==> config.mk <==
export PLATFORM = sky130hd
export DESIGN_NAME = pipeline_hazard_controller_flat
export DESIGN_NICKNAME = d
export VERILOG_FILES = /design/src/rtl/pipeline_ctrl_pkg.sv /design/src/rtl/pipeline_hazard_controller_if.sv /design/src/rtl/load_use_detector.sv /design/src/rtl/pipeline_hazard_controller.sv /design/src/flat_wrapper.sv
export SDC_FILE = /design/constraint.sdc
export NUM_CORES = 1
export LEC_CHECK = 0
export CAP_MARGIN = 20
export CORE_UTILIZATION = 45
export DETAILED_ROUTE_END_ITERATION = 12
export GPL_TIMING_DRIVEN = 0
export PLACE_DENSITY = 0.82
export SYNTH_ARGS = -nofsm -noshare
export SYNTH_HDL_FRONTEND = slang
export SYNTH_SLANG_ARGS = --single-unit
==> constraint.sdc <==
create_clock -name clk -period 3.2 [get_ports clk]
set_input_delay 0.32 -clock clk [delete_from_list [all_inputs] [get_ports clk]]
set_output_delay 0.32 -clock clk [all_outputs]
set_load 0.1 [all_outputs]
==> src/rtl/pipeline_ctrl_pkg.sv <==
// Shared types and constants for the pipeline hazard control path.
package pipeline_ctrl_pkg;
  localparam int REG_ADDR_W = 5;
  localparam logic [REG_ADDR_W-1:0] REG_X0 = '0;
  localparam int WAIT_CNT_W = 16;

  typedef enum logic {
    RUN      = 1'b0,
    MEM_WAIT = 1'b1
  } state_t;
endpackage

==> src/rtl/pipeline_hazard_controller_if.sv <==
// Hazard-controller bundle: pipeline status in, stage enables/flushes and status out.
interface pipeline_hazard_controller_if #(
  parameter int CNT_W = 32
);
  logic [pipeline_ctrl_pkg::REG_ADDR_W-1:0] id_rs1;
  logic [pipeline_ctrl_pkg::REG_ADDR_W-1:0] id_rs2;
  logic                                     id_uses_rs1;
  logic                                     id_uses_rs2;
  logic [pipeline_ctrl_pkg::REG_ADDR_W-1:0] ex_rd;
  logic                                     ex_mem_read;
  logic                                     ex_branch_taken;
  logic                                     mem_req;
  logic                                     mem_ready;

  logic             pc_enable;
  logic             pc_sel_target;
  logic             if_id_enable;
  logic             if_id_flush;
  logic             id_ex_enable;
  logic             id_ex_flush;
  logic             ex_mem_enable;
  logic             mem_wb_enable;
  logic             mem_wb_flush;
  logic             mem_timeout;
  logic [CNT_W-1:0] stall_count;
  logic [CNT_W-1:0] flush_count;

  modport master (
    output id_rs1, id_rs2, id_uses_rs1, id_uses_rs2, ex_rd, ex_mem_read,
           ex_branch_taken, mem_req, mem_ready,
    input  pc_enable, pc_sel_target, if_id_enable, if_id_flush, id_ex_enable,
           id_ex_flush, ex_mem_enable, mem_wb_enable, mem_wb_flush,
           mem_timeout, stall_count, flush_count
  );

  modport slave (
    input  id_rs1, id_rs2, id_uses_rs1, id_uses_rs2, ex_rd, ex_mem_read,
           ex_branch_taken, mem_req, mem_ready,
    output pc_enable, pc_sel_target, if_id_enable, if_id_flush, id_ex_enable,
           id_ex_flush, ex_mem_enable, mem_wb_enable, mem_wb_flush,
           mem_timeout, stall_count, flush_count
  );
endinterface

==> src/rtl/load_use_detector.sv <==
// Combinational load-use comparator: flags an ID source that depends on a load in EX.
module load_use_detector
  import pipeline_ctrl_pkg::*;
(
  input  logic [REG_ADDR_W-1:0] rs1,
  input  logic [REG_ADDR_W-1:0] rs2,
  input  logic                  uses_rs1,
  input  logic                  uses_rs2,
  input  logic [REG_ADDR_W-1:0] rd,
  input  logic                  mem_read,
  output logic                  hazard
);
  // x0 is hard-wired zero, so a load targeting it never creates a dependency.
  assign hazard = mem_read && (rd != REG_X0) &&
                  ((uses_rs1 && (rs1 == rd)) || (uses_rs2 && (rs2 == rd)));
endmodule

==> src/rtl/pipeline_hazard_controller.sv <==
// Stall/flush sequencer: zero-latency stage controls from state and hazards,
// priority memory wait > branch redirect > load-use; memory wait freezes all upstream stages.
module pipeline_hazard_controller
  import pipeline_ctrl_pkg::*;
#(
  parameter int MEM_TIMEOUT = 255,
  parameter int CNT_W       = 32
) (
  input  logic                         clk,
  input  logic                         reset,
  pipeline_hazard_controller_if.slave  hc
);
  localparam logic [WAIT_CNT_W-1:0] TIMEOUT_LIM = WAIT_CNT_W'(MEM_TIMEOUT);

  state_t                state;
  logic [WAIT_CNT_W-1:0] wait_cnt;
  logic                  load_use;
  logic                  mem_stall;

  load_use_detector u_load_use (
    .rs1      (hc.id_rs1),
    .rs2      (hc.id_rs2),
    .uses_rs1 (hc.id_uses_rs1),
    .uses_rs2 (hc.id_uses_rs2),
    .rd       (hc.ex_rd),
    .mem_read (hc.ex_mem_read),
    .hazard   (load_use)
  );

  // Once waiting, only mem_ready releases; mem_req need not stay asserted.
  always_comb begin
    mem_stall = 1'b0;
    if (state == MEM_WAIT) mem_stall = !hc.mem_ready;
    else                   mem_stall = hc.mem_req && !hc.mem_ready;
  end

  always_comb begin
    hc.pc_enable     = 1'b1;
    hc.pc_sel_target = 1'b0;
    hc.if_id_enable  = 1'b1;
    hc.if_id_flush   = 1'b0;
    hc.id_ex_enable  = 1'b1;
    hc.id_ex_flush   = 1'b0;
    hc.ex_mem_enable = 1'b1;
    hc.mem_wb_enable = 1'b1;
    hc.mem_wb_flush  = 1'b0;
    if (reset) begin
      hc.pc_enable     = 1'b0;
      hc.if_id_enable  = 1'b0;
      hc.id_ex_enable  = 1'b0;
      hc.ex_mem_enable = 1'b0;
      hc.mem_wb_enable = 1'b0;
    end else if (mem_stall) begin
      hc.pc_enable     = 1'b0;
      hc.if_id_enable  = 1'b0;
      hc.id_ex_enable  = 1'b0;
      hc.ex_mem_enable = 1'b0;
      hc.mem_wb_flush  = 1'b1;
    end else if (hc.ex_branch_taken) begin
      // Squashing ID also discards any load-use dependency it carried.
      hc.pc_sel_target = 1'b1;
      hc.if_id_flush   = 1'b1;
      hc.id_ex_flush   = 1'b1;
    end else if (load_use) begin
      hc.pc_enable    = 1'b0;
      hc.if_id_enable = 1'b0;
      hc.id_ex_flush  = 1'b1;
    end
  end

  always_ff @(posedge clk or posedge reset) begin
    if (reset) begin
      state          <= RUN;
      wait_cnt       <= '0;
      hc.mem_timeout <= 1'b0;
      hc.stall_count <= '0;
      hc.flush_count <= '0;
    end else begin
      state <= mem_stall ? MEM_WAIT : RUN;
      if ((state == MEM_WAIT) && mem_stall) begin
        if (wait_cnt != '1) wait_cnt <= wait_cnt + WAIT_CNT_W'(1);
        if (wait_cnt + WAIT_CNT_W'(1) == TIMEOUT_LIM) hc.mem_timeout <= 1'b1;
      end else begin
        wait_cnt <= '0;
      end
      if (!hc.pc_enable)    hc.stall_count <= hc.stall_count + CNT_W'(1);
      if (hc.pc_sel_target) hc.flush_count <= hc.flush_count + CNT_W'(1);
    end
  end
endmodule
==> src/flat_wrapper.sv <==
// flat-port wrapper written by rule: the top's interface ports become plain ports
module pipeline_hazard_controller_flat import pipeline_ctrl_pkg::*;
#(
  parameter int MEM_TIMEOUT = 255,
  parameter int CNT_W       = 32
)
  (clk, reset, hc_id_rs1, hc_id_rs2, hc_id_uses_rs1, hc_id_uses_rs2, hc_ex_rd, hc_ex_mem_read, hc_ex_branch_taken, hc_mem_req, hc_mem_ready, hc_pc_enable, hc_pc_sel_target, hc_if_id_enable, hc_if_id_flush, hc_id_ex_enable, hc_id_ex_flush, hc_ex_mem_enable, hc_mem_wb_enable, hc_mem_wb_flush, hc_mem_timeout, hc_stall_count, hc_flush_count);
  pipeline_hazard_controller_if #(.CNT_W(CNT_W)) hc_i ();
  input  logic clk;
  input  logic reset;
  input wire logic [$bits(hc_i.id_rs1)-1:0] hc_id_rs1;
  input wire logic [$bits(hc_i.id_rs2)-1:0] hc_id_rs2;
  input wire logic [$bits(hc_i.id_uses_rs1)-1:0] hc_id_uses_rs1;
  input wire logic [$bits(hc_i.id_uses_rs2)-1:0] hc_id_uses_rs2;
  input wire logic [$bits(hc_i.ex_rd)-1:0] hc_ex_rd;
  input wire logic [$bits(hc_i.ex_mem_read)-1:0] hc_ex_mem_read;
  input wire logic [$bits(hc_i.ex_branch_taken)-1:0] hc_ex_branch_taken;
  input wire logic [$bits(hc_i.mem_req)-1:0] hc_mem_req;
  input wire logic [$bits(hc_i.mem_ready)-1:0] hc_mem_ready;
  output wire logic [$bits(hc_i.pc_enable)-1:0] hc_pc_enable;
  output wire logic [$bits(hc_i.pc_sel_target)-1:0] hc_pc_sel_target;
  output wire logic [$bits(hc_i.if_id_enable)-1:0] hc_if_id_enable;
  output wire logic [$bits(hc_i.if_id_flush)-1:0] hc_if_id_flush;
  output wire logic [$bits(hc_i.id_ex_enable)-1:0] hc_id_ex_enable;
  output wire logic [$bits(hc_i.id_ex_flush)-1:0] hc_id_ex_flush;
  output wire logic [$bits(hc_i.ex_mem_enable)-1:0] hc_ex_mem_enable;
  output wire logic [$bits(hc_i.mem_wb_enable)-1:0] hc_mem_wb_enable;
  output wire logic [$bits(hc_i.mem_wb_flush)-1:0] hc_mem_wb_flush;
  output wire logic [$bits(hc_i.mem_timeout)-1:0] hc_mem_timeout;
  output wire logic [$bits(hc_i.stall_count)-1:0] hc_stall_count;
  output wire logic [$bits(hc_i.flush_count)-1:0] hc_flush_count;
  assign hc_i.id_rs1 = hc_id_rs1;
  assign hc_i.id_rs2 = hc_id_rs2;
  assign hc_i.id_uses_rs1 = hc_id_uses_rs1;
  assign hc_i.id_uses_rs2 = hc_id_uses_rs2;
  assign hc_i.ex_rd = hc_ex_rd;
  assign hc_i.ex_mem_read = hc_ex_mem_read;
  assign hc_i.ex_branch_taken = hc_ex_branch_taken;
  assign hc_i.mem_req = hc_mem_req;
  assign hc_i.mem_ready = hc_mem_ready;
  assign hc_pc_enable = hc_i.pc_enable;
  assign hc_pc_sel_target = hc_i.pc_sel_target;
  assign hc_if_id_enable = hc_i.if_id_enable;
  assign hc_if_id_flush = hc_i.if_id_flush;
  assign hc_id_ex_enable = hc_i.id_ex_enable;
  assign hc_id_ex_flush = hc_i.id_ex_flush;
  assign hc_ex_mem_enable = hc_i.ex_mem_enable;
  assign hc_mem_wb_enable = hc_i.mem_wb_enable;
  assign hc_mem_wb_flush = hc_i.mem_wb_flush;
  assign hc_mem_timeout = hc_i.mem_timeout;
  assign hc_stall_count = hc_i.stall_count;
  assign hc_flush_count = hc_i.flush_count;
  pipeline_hazard_controller #(.MEM_TIMEOUT(MEM_TIMEOUT), .CNT_W(CNT_W)) u_core (.clk(clk), .reset(reset), .hc(hc_i));
endmodule
Word level (Yosys, flattened, before mapping)
Index checks and enable logic that the tools add are counted.
W data, S select, Z words.
Storage, ports and cells
  register bits after elaboration: 82
  input port bits: 23
  word-level logic and storage cells: 42
Operators by class
  add/subtract/negate cells: 3
  equal/unequal tests: 5
  mux-type cells: 19
  reductions and logical operators: 10
Operator list (number)
  $add A32 B1 Y32 const B: 2
  $mux W16: 2
  $mux W1: 17
  $add A16 B1 Y16 const B: 1
  $eq A16 B8 Y1 const B: 1
  $ne A16 B16 Y1 const B: 1
  $eq A5 B5 Y1: 2
  $logic_and A1 B1 Y1: 6
  $reduce_bool A5 Y1: 1
  $ne A2 B2 Y1 const B: 1
  $reduce_and A2 Y1: 1
  $logic_not A1 Y1: 1
  $logic_or A1 B1 Y1: 1

Depth between registers and ports, before layout
Gate-level depths: netlist of the first run.
  depth in word-level cells: 8
  depth in mapped cells: 8

Cells and area by module
From an unflattened synthesis of the first run, not the netlist that was laid out.
Unflattened totals
  cells, all modules: 393
  area total of the unflattened synthesis: 4169.0 um^2
Modules (own cells, without submodules)
  pipeline_hazard_controller: instances 1, cells each 376, area an instance 4035.1 um^2
  load_use_detector: instances 1, cells each 17, area an instance 133.9 um^2

Worst setup path before layout of the first run
OpenSTA, ideal clock, no wires.
  kind: in2out
  start: input reset
  end: output hc_pc_enable
  arrival time: 4.637 ns
  data required time: 2.880 ns
  setup slack: -1.757 ns
  stages: 6
  path buffers: 2
  cell sequence: inv_1 > and2_1 > o31ai_4 > inv_2 > buf_6 > buf_4
Between the ends
  word-level cells in the longest chain between the ends: 1
Ends and longest elaborated chain
  from (decl): RTL line flat_wrapper.sv:10  | input logic reset;
  $mux W1
  to (decl): RTL line flat_wrapper.sv:20  | output wire logic [$bits(hc_i.pc_enable)-1:0] hc_pc_enable;
Every way passes these cells.

Worst setup path in the final report of the first run
  start: input hc_ex_rd[2]
  end: output hc_id_ex_flush
Between the ends
  word-level cells in the longest chain between the ends: 8
  elaborated cells on any way between the ends: 12
  those cells by class: 2 x eq/ne; 4 x mux; 6 x reduce/logical
Ends and longest elaborated chain
  from (decl): RTL line flat_wrapper.sv:15  | input wire logic [$bits(hc_i.ex_rd)-1:0] hc_ex_rd;
  $eq A5 B5 Y1: RTL line load_use_detector.sv:15  | ((uses_rs1 && (rs1 == rd)) || (uses_rs2 && (rs2 == rd)));
  $logic_and A1 B1 Y1: RTL line load_use_detector.sv:15
  $logic_or A1 B1 Y1: RTL line load_use_detector.sv:15
  $logic_and A1 B1 Y1 (*): RTL line load_use_detector.sv:14  | assign hazard = mem_read && (rd != REG_X0) &&
  $mux W1 (*): RTL line pipeline_hazard_controller.sv:64  | end else if (load_use) begin
  $mux W1 (*): RTL line pipeline_hazard_controller.sv:59  | end else if (hc.ex_branch_taken) begin
  $mux W1 (*): RTL line pipeline_hazard_controller.sv:53  | end else if (mem_stall) begin
  $mux W1 (*): RTL line pipeline_hazard_controller.sv:47  | if (reset) begin
  to (decl): RTL line flat_wrapper.sv:25  | output wire logic [$bits(hc_i.id_ex_flush)-1:0] hc_id_ex_flush;
Mark *: on every way between the ends. The rest lies on a longest branch, timed or not.

==> results.md, run 1 <==
* CP bufs+invs at 2
* DP HPWL at 6730 um
* Post-synthesis average cell area at 10.5 sq um
* Largest net degree at the start of global routing at 41
* Area Overhead vs Synth at 36.1%
* Post-synthesis sequential area ratio at 51.2%
* Initial antenna violation count at 0
* Mux cell area share after synthesis at 0.811%
* Synth Area in Compound Gates at 4.24%
* Final Critical Period at 2.99 ns
* Largest family of logic cells by synthesized area: simple AND/OR/NAND/NOR gates
* Commonest non-fill, non-tap cell in the layout: clkdlybuf4s50_1
* Nature of the critical path startpoint: input pin
* Die height at 96.4 um
* Slew margin rel. at 31.9%
* Worst Path Arrival at 2.67 ns
* Fill cell count at 726
* Yosys warns at 0
* GPL Wtd Cong at 0.840
* Top FF cell, synth: dfrtp_1
* TritonCTS clock tree: built
* Setup TNS at 0 ns
* Synth Cell Area at 0.00401 sq mm
* Post-Synth Simple-Gate Area at 21.1%
* Hold_buf cts at 0
* Clk root buf: clkbuf_8
* Post-synth ARST share at 100%
* Total CTS buffers at 9
* Post-synthesis xor/xnor area fraction at 18.8%
* Worst Tran Pin Value at 1.02 ns
* Clock latency on the worst-skew pair at 0.35 ns
* Port Buffer Count at 96
* CTS H-tree depth at 3
* Antenna-violating nets left at 0
* CP Class: input pin to output pin
* Post-layout util at 62.9%
* Avg WL per Cell at 15.3 um
* Post-Syn Instances at 381
* Max cap viols at 0
* Status: finished, final reports clean
* Top cells by area, synth: dfrtp_1, xnor2_1, xor2_1
* Top-area cell type share of the netlist area at 51.2%
* RSZ-0062 raised after global routing: false
* Hold Slack at 0.393 ns
* Crit path cell chain: clkdlybuf4s50_1 -> xor2_1 -> nor4_1 -> a32oi_1 -> nor2_1 -> o21a_1 -> dlygate4sd2_1
* DRT Wirelength at 9240 um
* Worst Clk Skew at 0.0118 ns
* Post-synth EDFFs at 0
* HP Class: input pin to asynchronous set/reset pin
* Die X-Extent at 96.4 um
* Dpl cells at 587
* Diodes inserted at 0
* Slowest CP cell: dlygate4sd2_1
* CTS clk-pin slew, worst paths at 0.10 ns
* Worst path max stage delay at 0.85 ns
* TritonRoute pass-1 iters at 4
* Final net count at 518
* Final cell count without fillers at 604
* Crit path max-delay family: buffers and inverters
* Gr ovfl total at 0
* Total track usage at 20.9%
* Fmax at 335 MHz
* Max clock buf depth at 2
* Post-synthesis adder-cell area fraction at 1.25%
* Initial DRC Count at 136
* Top Ports at 97
* Ratio of cells with drive above 1 in the final layout at 9.27%
* Total power per unit cell area at 596 mW/mm^2
* First-pass GRT wire length at 14,800 um
* Core ar. at 0.00868 sq mm
* Pins over their slew limit at 0
* Yosys reg bits at 82
* Power, Total at 3.25 mW
* Initial Util at 46.2%
* Endpoints failing setup at 0
* Pleak at 2.26 nW
* Tcrit/Tclk final at 93.3%
* Clock sinks at 82
* Via count at 3,273
* Die ar. at 0.00930 sq mm
* Std cell rows at 34
* Vias per Instance at 5.42
* Commonest cells after routing, fill and taps aside: clkdlybuf4s50_1, dfrtp_1, xnor2_1
* Vias in the first global route at 3,052
* Library cells used by synthesis at 44
* Max Fanout on Critical Path at 3
* Worst setup EP type: output pin
* Fin. Hold Viols at 0
* DR DRC count at 0
* Req. time, crit path at 2.88 ns
* Peak VDD IR at 0.541 mV
* Cell taking the most area after synthesis: dfrtp_1
* Syn nets at 408
## power by group
| group | switching, mW | internal (mW) | leakage (nW) | total (mW) |
|---|---|---|---|---|
| Clock | 0.402 | 0.448 | 0.112 | 0.850 |
| Combinational | 0.881 | 0.284 | 1.06 | 1.17 |
| Sequential | 0.114 | 1.12 | 1.08 | 1.24 |
| Total | 1.40 | 1.86 | 2.26 | 3.25 |
## cell usage after synthesis, types with 2 or more instances
master,n
mux2_2,2
and3_1,12
xnor2_1,52
ha_1,4
o41ai_1,2
o21ai_1,2
nor3_1,10
buf_4,3
o21ai_0,11
clkbuf_1,6
nor4_1,9
nand2_1,28
xor2_1,34
nand2b_1,3
nor2_1,19
or4_1,2
nor4b_1,2
dfrtp_1,82
inv_1,11
and2_1,6
nand4_1,22
nand3_1,34
and4_1,4
## routing by layer
metal / routed length (um) / track usage [%]
met1: 4100 / 28.5
met5: 0 / 0
met3: 427 / 3.76
met4: 187 / 7.48
met2: 4530 / 33.6
## what timing repair did
action	CTS	global route
endpoints found under the hold margin	0	0
gates cloned	0	1
gates resized for setup	10	0
setup buffers	0	0
setup endpoints to repair	7	2
## layout make-up
cell class                      instances  area, sq um  share of cell area [%]
Clock inverter                          7          101                    1.86
Sequential cell                        82         2050                    37.6
Clock buffer                            9          124                    2.27
Multi-Input combinational cell        276         1910                    35.0
Timing Repair Buffer                   98          997                    18.3
Inverter                               12         48.8                   0.894
Tap cell                              108          135                    2.47
Buffer                                 11         86.3                    1.58
Timing Repair inverter                  1         5.00                  0.0917
## final timing paths
path                                           start                        end  slack, ns  cells past startpoint
setup / recovery                         hc_ex_rd[2]             hc_id_ex_flush       0.21                      7
setup reg to reg                        u_core.state  u_core.hc.flush_count[24]       0.72                      6
hold reg to reg            u_core.hc.stall_count[31]  u_core.hc.stall_count[31]       0.48                      1
min in group clk           u_core.hc.stall_count[31]  u_core.hc.stall_count[31]       0.48                      1
hold / removal                                 reset        u_core.wait_cnt[13]       0.39                      2
max in group asynchronous                      reset         u_core.wait_cnt[5]       2.31                      3
## registers in the layout (all words and copies together), names as in the netlist
| name | flops |
|---|---|
| u_core.hc.flush_count | 32 |
| u_core.hc.stall_count | 32 |
| u_core.wait_cnt | 16 |
| u_core.hc.mem_timeout | 1 |
| u_core.state | 1 |
## kinds of logic (layout without fill, tap and decap cells)
group | count (synthesis) | count (layout)
and+or+nand+nor | 158 | 158
xor gates and xnor gates | 86 | 86
DFF | 82 | 82
AOI/OAI and AO/OA | 25 | 25
buffers and inverters | 23 | 138
adders and majority gates | 4 | 4
muxes | 3 | 3
## metrics by stage
step                      setup slack [ns]  instance area [sq um]
after detailed placement            -0.478                   5230
after floorplan                     -0.562                   4100
after global placement               -1.84                   5190
after global routing                0.0225                   5460
after CTS                            0.109                   5460
final                                0.214                   5460
Power figures use the tool's default switching activity.
==> run 2, diff against run 1 <==
- CORE_MARGIN: unset -> 4
- SLEW_MARGIN: unset -> 20
==> run 2 against run 1 <==
Worst setup slack worse by 0.049 ns; clock-buffer cell count up 2; clock power shrank 9.9%.
==> results.md, run 2 (same netlist as run 1, synthesis figures left out) <==
* Status: finished, final reports clean
* Dpl cells at 587
* Clock latency on the worst-skew pair at 0.35 ns
* Fmax at 329 MHz
* GPL Wtd Cong at 0.817
* Avg WL per Cell at 15.8 um
* Top flop regs: u_core.hc.flush_count (32), u_core.hc.stall_count (32), u_core.wait_cnt (16)
* Endpoints failing setup at 0
* Pleak at 2.28 nW
* Fill cell count at 747
* Slew margin rel. at 31.7%
* Worst Tran Pin Value at 1.02 ns
* Total power per unit cell area at 580 mW/mm^2
* Peak VDD IR at 0.596 mV
* TritonCTS clock tree: built
* Via count at 3,192
* Max cap viols at 0
* Req. time, crit path at 2.88 ns
* Initial antenna violation count at 0
* Top Ports at 97
* DP HPWL at 7200 um
* RSZ-0062 raised after global routing: false
* Max clock buf depth at 2
* Diodes inserted at 0
* Pins over their slew limit at 0
* DRT Wirelength at 9640 um
* Final net count at 523
* Worst Path Arrival at 2.72 ns
* Area after DPL at 0.00523 sq mm
* Std cell rows at 34
* Gr ovfl total at 0
* First-pass GRT wire length at 16,000 um
* Total track usage at 19.3%
* CP Class: input pin to output pin
* Vias per Instance at 5.24
* CTS H-tree depth at 3
* Ratio of cells with drive above 1 in the final layout at 10.2%
* Total CTS buffers at 9
* Nature of the critical path startpoint: input pin
* Hold Slack at 0.482 ns
* Setup TNS at 0 ns
* Initial Util at 46.2%
* Largest net degree at the start of global routing at 32
* Commonest cells after routing, fill and taps aside: clkdlybuf4s50_1, dfrtp_1, xnor2_1
* Worst setup EP type: output pin
* HP Class: flip-flop to flip-flop
* CTS clk-pin slew, worst paths at 0.08 ns
* Die height at 102 um
* Hold_buf cts at 0
* Worst Clk Skew at 0.00618 ns
* TritonRoute pass-1 iters at 4
* Port Buffer Count at 96
* Fin. Hold Viols at 0
* Initial DRC Count at 100
* Die ar. at 0.0105 sq mm
* Vias in the first global route at 3,268
* Clock sinks at 82
* Max Fanout on Critical Path at 3
* Antenna-violating nets left at 0
* Final Critical Period at 3.04 ns
* DR DRC count at 0
* Commonest non-fill, non-tap cell in the layout: clkdlybuf4s50_1
* Area Overhead vs Synth at 36.5%
* Core ar. at 0.00868 sq mm
* Power, Total at 3.18 mW
* Tcrit/Tclk final at 94.9%
* Clk root buf: clkbuf_8
* Final cell count without fillers at 609
* Die X-Extent at 102 um
* Design Area, Final at 0.00548 sq mm
## run 2: cell types whose count changed in the layout (fill, tap and decap cells not counted)
cell | previous run | this run
clkbuf_8 | 10 | 12
buf_4 | 2 | 7
bufinv_16 | 2 | 1
inv_6 | 1 | 0
clkinv_4 | 1 | 0
clkinv_2 | 1 | 3
inv_8 | 1 | 0
## run 2: layout make-up
class                      count  area (sq um)  share of cell area (%)
multi-input combinational    276          1910                    34.9
timing repair buffer         103          1030                    18.9
clock inverter                 5          52.6                   0.960
tap                          108           135                    2.47
timing repair inverter         1          5.00                  0.0914
inverter                      12          48.8                   0.891
clock buffer                  11           151                    2.76
sequential                    82          2050                    37.5
buffer                        11          86.3                    1.58
## run 2: per-stage QoR
| stage | worst slack [ns] | util, % |
|---|---|---|
| floorplan | -0.562 | - |
| detailed placement | -0.753 | 60.3 |
| finish | 0.165 | 63.1 |
| global route | 0.0818 | 63.1 |
| CTS | 0.0727 | 62.7 |
| global placement | -1.83 | 59.8 |
## run 2: critical path: stages
cell and delay, ns:
clkdlybuf4s50_1 0.46, xor2_1 0.19, nor4_1 0.33, a32oi_1 0.29, nor2_1 0.16, o21a_1 0.11, dlygate4sd2_1 0.85
## run 2: path summary, 6_finish.rpt
| check | from | end | slack [ns] | cells past startpoint |
|---|---|---|---|---|
| setup / recovery | hc_ex_rd[3] | hc_id_ex_flush | 0.16 | 7 |
| hold / removal | u_core.hc.stall_count[31] | u_core.hc.stall_count[31] | 0.48 | 1 |
| setup reg to reg | u_core.state | u_core.hc.flush_count[24] | 0.76 | 6 |
| hold reg to reg | u_core.hc.stall_count[31] | u_core.hc.stall_count[31] | 0.48 | 1 |
| max in group asynchronous | reset | u_core.hc.stall_count[12] | 2.08 | 3 |
| min in group asynchronous | reset | u_core.wait_cnt[9] | 0.50 | 3 |
## run 2: power by group
group	switching [mW]	internal, mW
clock	0.366	0.399
combinational	0.885	0.289
sequential	0.113	1.12
total	1.36	1.81
## run 2: repair_timing
action / 4_1_cts / 5_1_grt
buffers inserted: 0 / 5
gates resized for setup: 12 / 0
cloned: 1 / 0
endpoints found under the setup margin: 7 / 2
## run 2: layer usage
layer	track usage (%)	share of wire, %	vias up
li1	-	-	1552
met3	5.73	5.4	5
met4	4.34	0.63	0
met5	0	0	-
met1	25.6	44	1558
met2	31.6	50	77
==> run 3, diff against run 2 <==
- CORE_UTILIZATION: 45 -> 54
- PLACE_DENSITY: 0.82 -> 0.91
- clock period: 3.2 -> 3.7 ns (I/O delays scaled with it)
==> run 3 against run 2 <==
Critical path depth is the same; flip-flop and latch count stayed put; sequential share of layout area increased by 0.30 points; sequential power fell by 14%; final cell count shrank 2.5%; first-iteration DRC count is 99% higher; die area fell by 15%; core utilization up 12 points; critical path type unchanged; clock skew up 0.00078 ns.
==> results.md, run 3 (same netlist as run 1, synthesis figures left out) <==
* Final cell count without fillers at 594
* Worst reg2reg path endpoint: u_core.hc.flush_count[24]
* Clock latency on the worst-skew pair at 0.34 ns
* Area Overhead vs Synth at 35.4%
* Port Buffer Count at 96
* HP Class: input pin to asynchronous set/reset pin
* Top flop regs: u_core.hc.flush_count (32), u_core.hc.stall_count (32), u_core.wait_cnt (16)
* DR DRC count at 0
* Worst Tran Pin Value at 1.01 ns
* Pleak at 2.27 nW
* Worst Clk Skew at 0.00696 ns
* Crit path launch: reset
* First-pass GRT wire length at 15,900 um
* Vias per Instance at 5.53
* Max Fanout on Critical Path at 22
* Initial Util at 55.3%
* Gr ovfl total at 0
* Via count at 3,282
* Fmax at 283 MHz
* Std cell rows at 31
* CP Class: input pin to output pin
* Tcrit/Tclk final at 95.4%
* Worst setup EP type: output pin
* TritonRoute pass-1 iters at 4
* Initial DRC Count at 199
* Top Ports at 97
* Worst Path Arrival at 3.16 ns
* Endpoints failing setup at 0
* Commonest cells after routing, fill and taps aside: clkdlybuf4s50_1, dfrtp_1, xnor2_1
* Fin. Hold Viols at 0
* CTS H-tree depth at 3
* Status: finished, final reports clean
* Antenna-violating nets left at 0
* Ratio of cells with drive above 1 in the final layout at 7.68%
* Max clock buf depth at 2
* Worst setup endpoint: hc_pc_sel_target
* Clock sinks at 82
* Peak VDD IR at 0.588 mV
* Max cap viols at 0
* DP HPWL at 7140 um
* Avg WL per Cell at 16.0 um
* Setup ws final at 0.172 ns
* Total track usage at 22.7%
* GPL Wtd Cong at 0.853
* Core ar. at 0.00725 sq mm
* CTS clk-pin slew, worst paths at 0.08 ns
* Setup TNS at 0 ns
* Die X-Extent at 94.2 um
* Nature of the critical path startpoint: input pin
* Diodes inserted at 0
* RSZ-0062 raised after global routing: false
* Total CTS buffers at 9
* Vias in the first global route at 3,305
* Crit Reg-Reg Startpoint: u_core.state
* Die ar. at 0.00887 sq mm
* FF-to-FF setup slack at 1.23 ns
* Largest net degree at the start of global routing at 30
* TritonCTS clock tree: built
* Placement Setup Slack at -0.239 ns
* Req. time, crit path at 3.33 ns
* Die height at 94.2 um
* Total power per unit cell area at 508 mW/mm^2
* Pins over their slew limit at 0
* Commonest non-fill, non-tap cell in the layout: clkdlybuf4s50_1
* Dpl cells at 579
* Initial antenna violation count at 0
* Power, Total at 2.76 mW
* Final Critical Period at 3.53 ns
* Final net count at 518
* Fill cell count at 477
* DRT Wirelength at 9490 um
* Reg2Reg Depth at 6
* Clk root buf: clkbuf_8
* Slew margin rel. at 32.7%
==> run 3: cell count changes in the layout (fill, tap and decap cells not counted), moves of 3 or more <==
cell / previous run / this run
clkbuf_8: 12 / 9
buf_4: 7 / 2
clkdlybuf4s50_1: 89 / 92
dlygate4sd2_1: 5 / 1
==> run 3: metrics by stage <==
step | util, % | hold WS (ns) | area, sq um
floorplan | - | 0.538 | 4070
global placement | 71.0 | 0.461 | 5150
detailed placement | 72.1 | 0.473 | 5230
CTS | 74.9 | 0.435 | 5430
global route | 74.9 | 0.443 | 5430
finish | 74.9 | 0.433 | 5430
==> run 3: area by class of cell <==
cell class | instances | area (sq um) | share of cell area (%)
inverters | 12 | 48.8 | 0.898
flip-flops and latches | 82 | 2050 | 37.8
clock inverters | 6 | 82.6 | 1.52
clock buffers | 9 | 124 | 2.28
repair buffers | 99 | 1030 | 19.0
plain buffers | 11 | 77.6 | 1.43
multi-input cells | 276 | 1890 | 34.8
well taps | 99 | 124 | 2.28
==> run 3: worst min path at each step <==
stage                                    startpoint                        end  slack, ns
after global placement    u_core.hc.flush_count[31]  u_core.hc.flush_count[31]       0.46
after CTS                                     reset   u_core.hc.stall_count[4]       0.43
after global routing                          reset   u_core.hc.stall_count[4]       0.44
final                                         reset   u_core.hc.stall_count[4]       0.43
after detailed placement  u_core.hc.stall_count[31]  u_core.hc.stall_count[31]       0.47
after floorplan                        u_core.state               u_core.state       0.54
==> run 3: layer usage <==
layer | vias up | wire, um | track usage, %
met2 | 110 | 4860 | 37.8
met4 | 0 | 153 | 8.78
li1 | 1547 | - | -
met5 | - | 0 | 0
met1 | 1608 | 4000 | 28.8
met3 | 17 | 476 | 5.13
==> run 3: critical path, stage by stage <==
cell             delay [ns]
clkdlybuf4s50_1        0.46
clkinvlp_4             0.36
buf_16                 0.22
and3_1                 0.16
clkbuf_1               0.28
buf_4                  0.17
clkdlybuf4s50_1        1.12
==> run 3: report_power, final <==
part / total (mW) / leakage [nW] / internal (mW) / switching, mW
sequential: 1.07 / 1.08 / 0.972 / 0.0975
combinational: 1.01 / 1.08 / 0.247 / 0.763
clock: 0.681 / 0.105 / 0.373 / 0.308
total: 2.76 / 2.27 / 1.59 / 1.17
==> run 3: timing repair <==
action / CTS / global route
gates cloned: 0 / 0
setup buffers: 0 / 0
resized for setup: 2 / 4
hold buffers: 0 / 0
endpoints found under the setup margin: 2 / 3
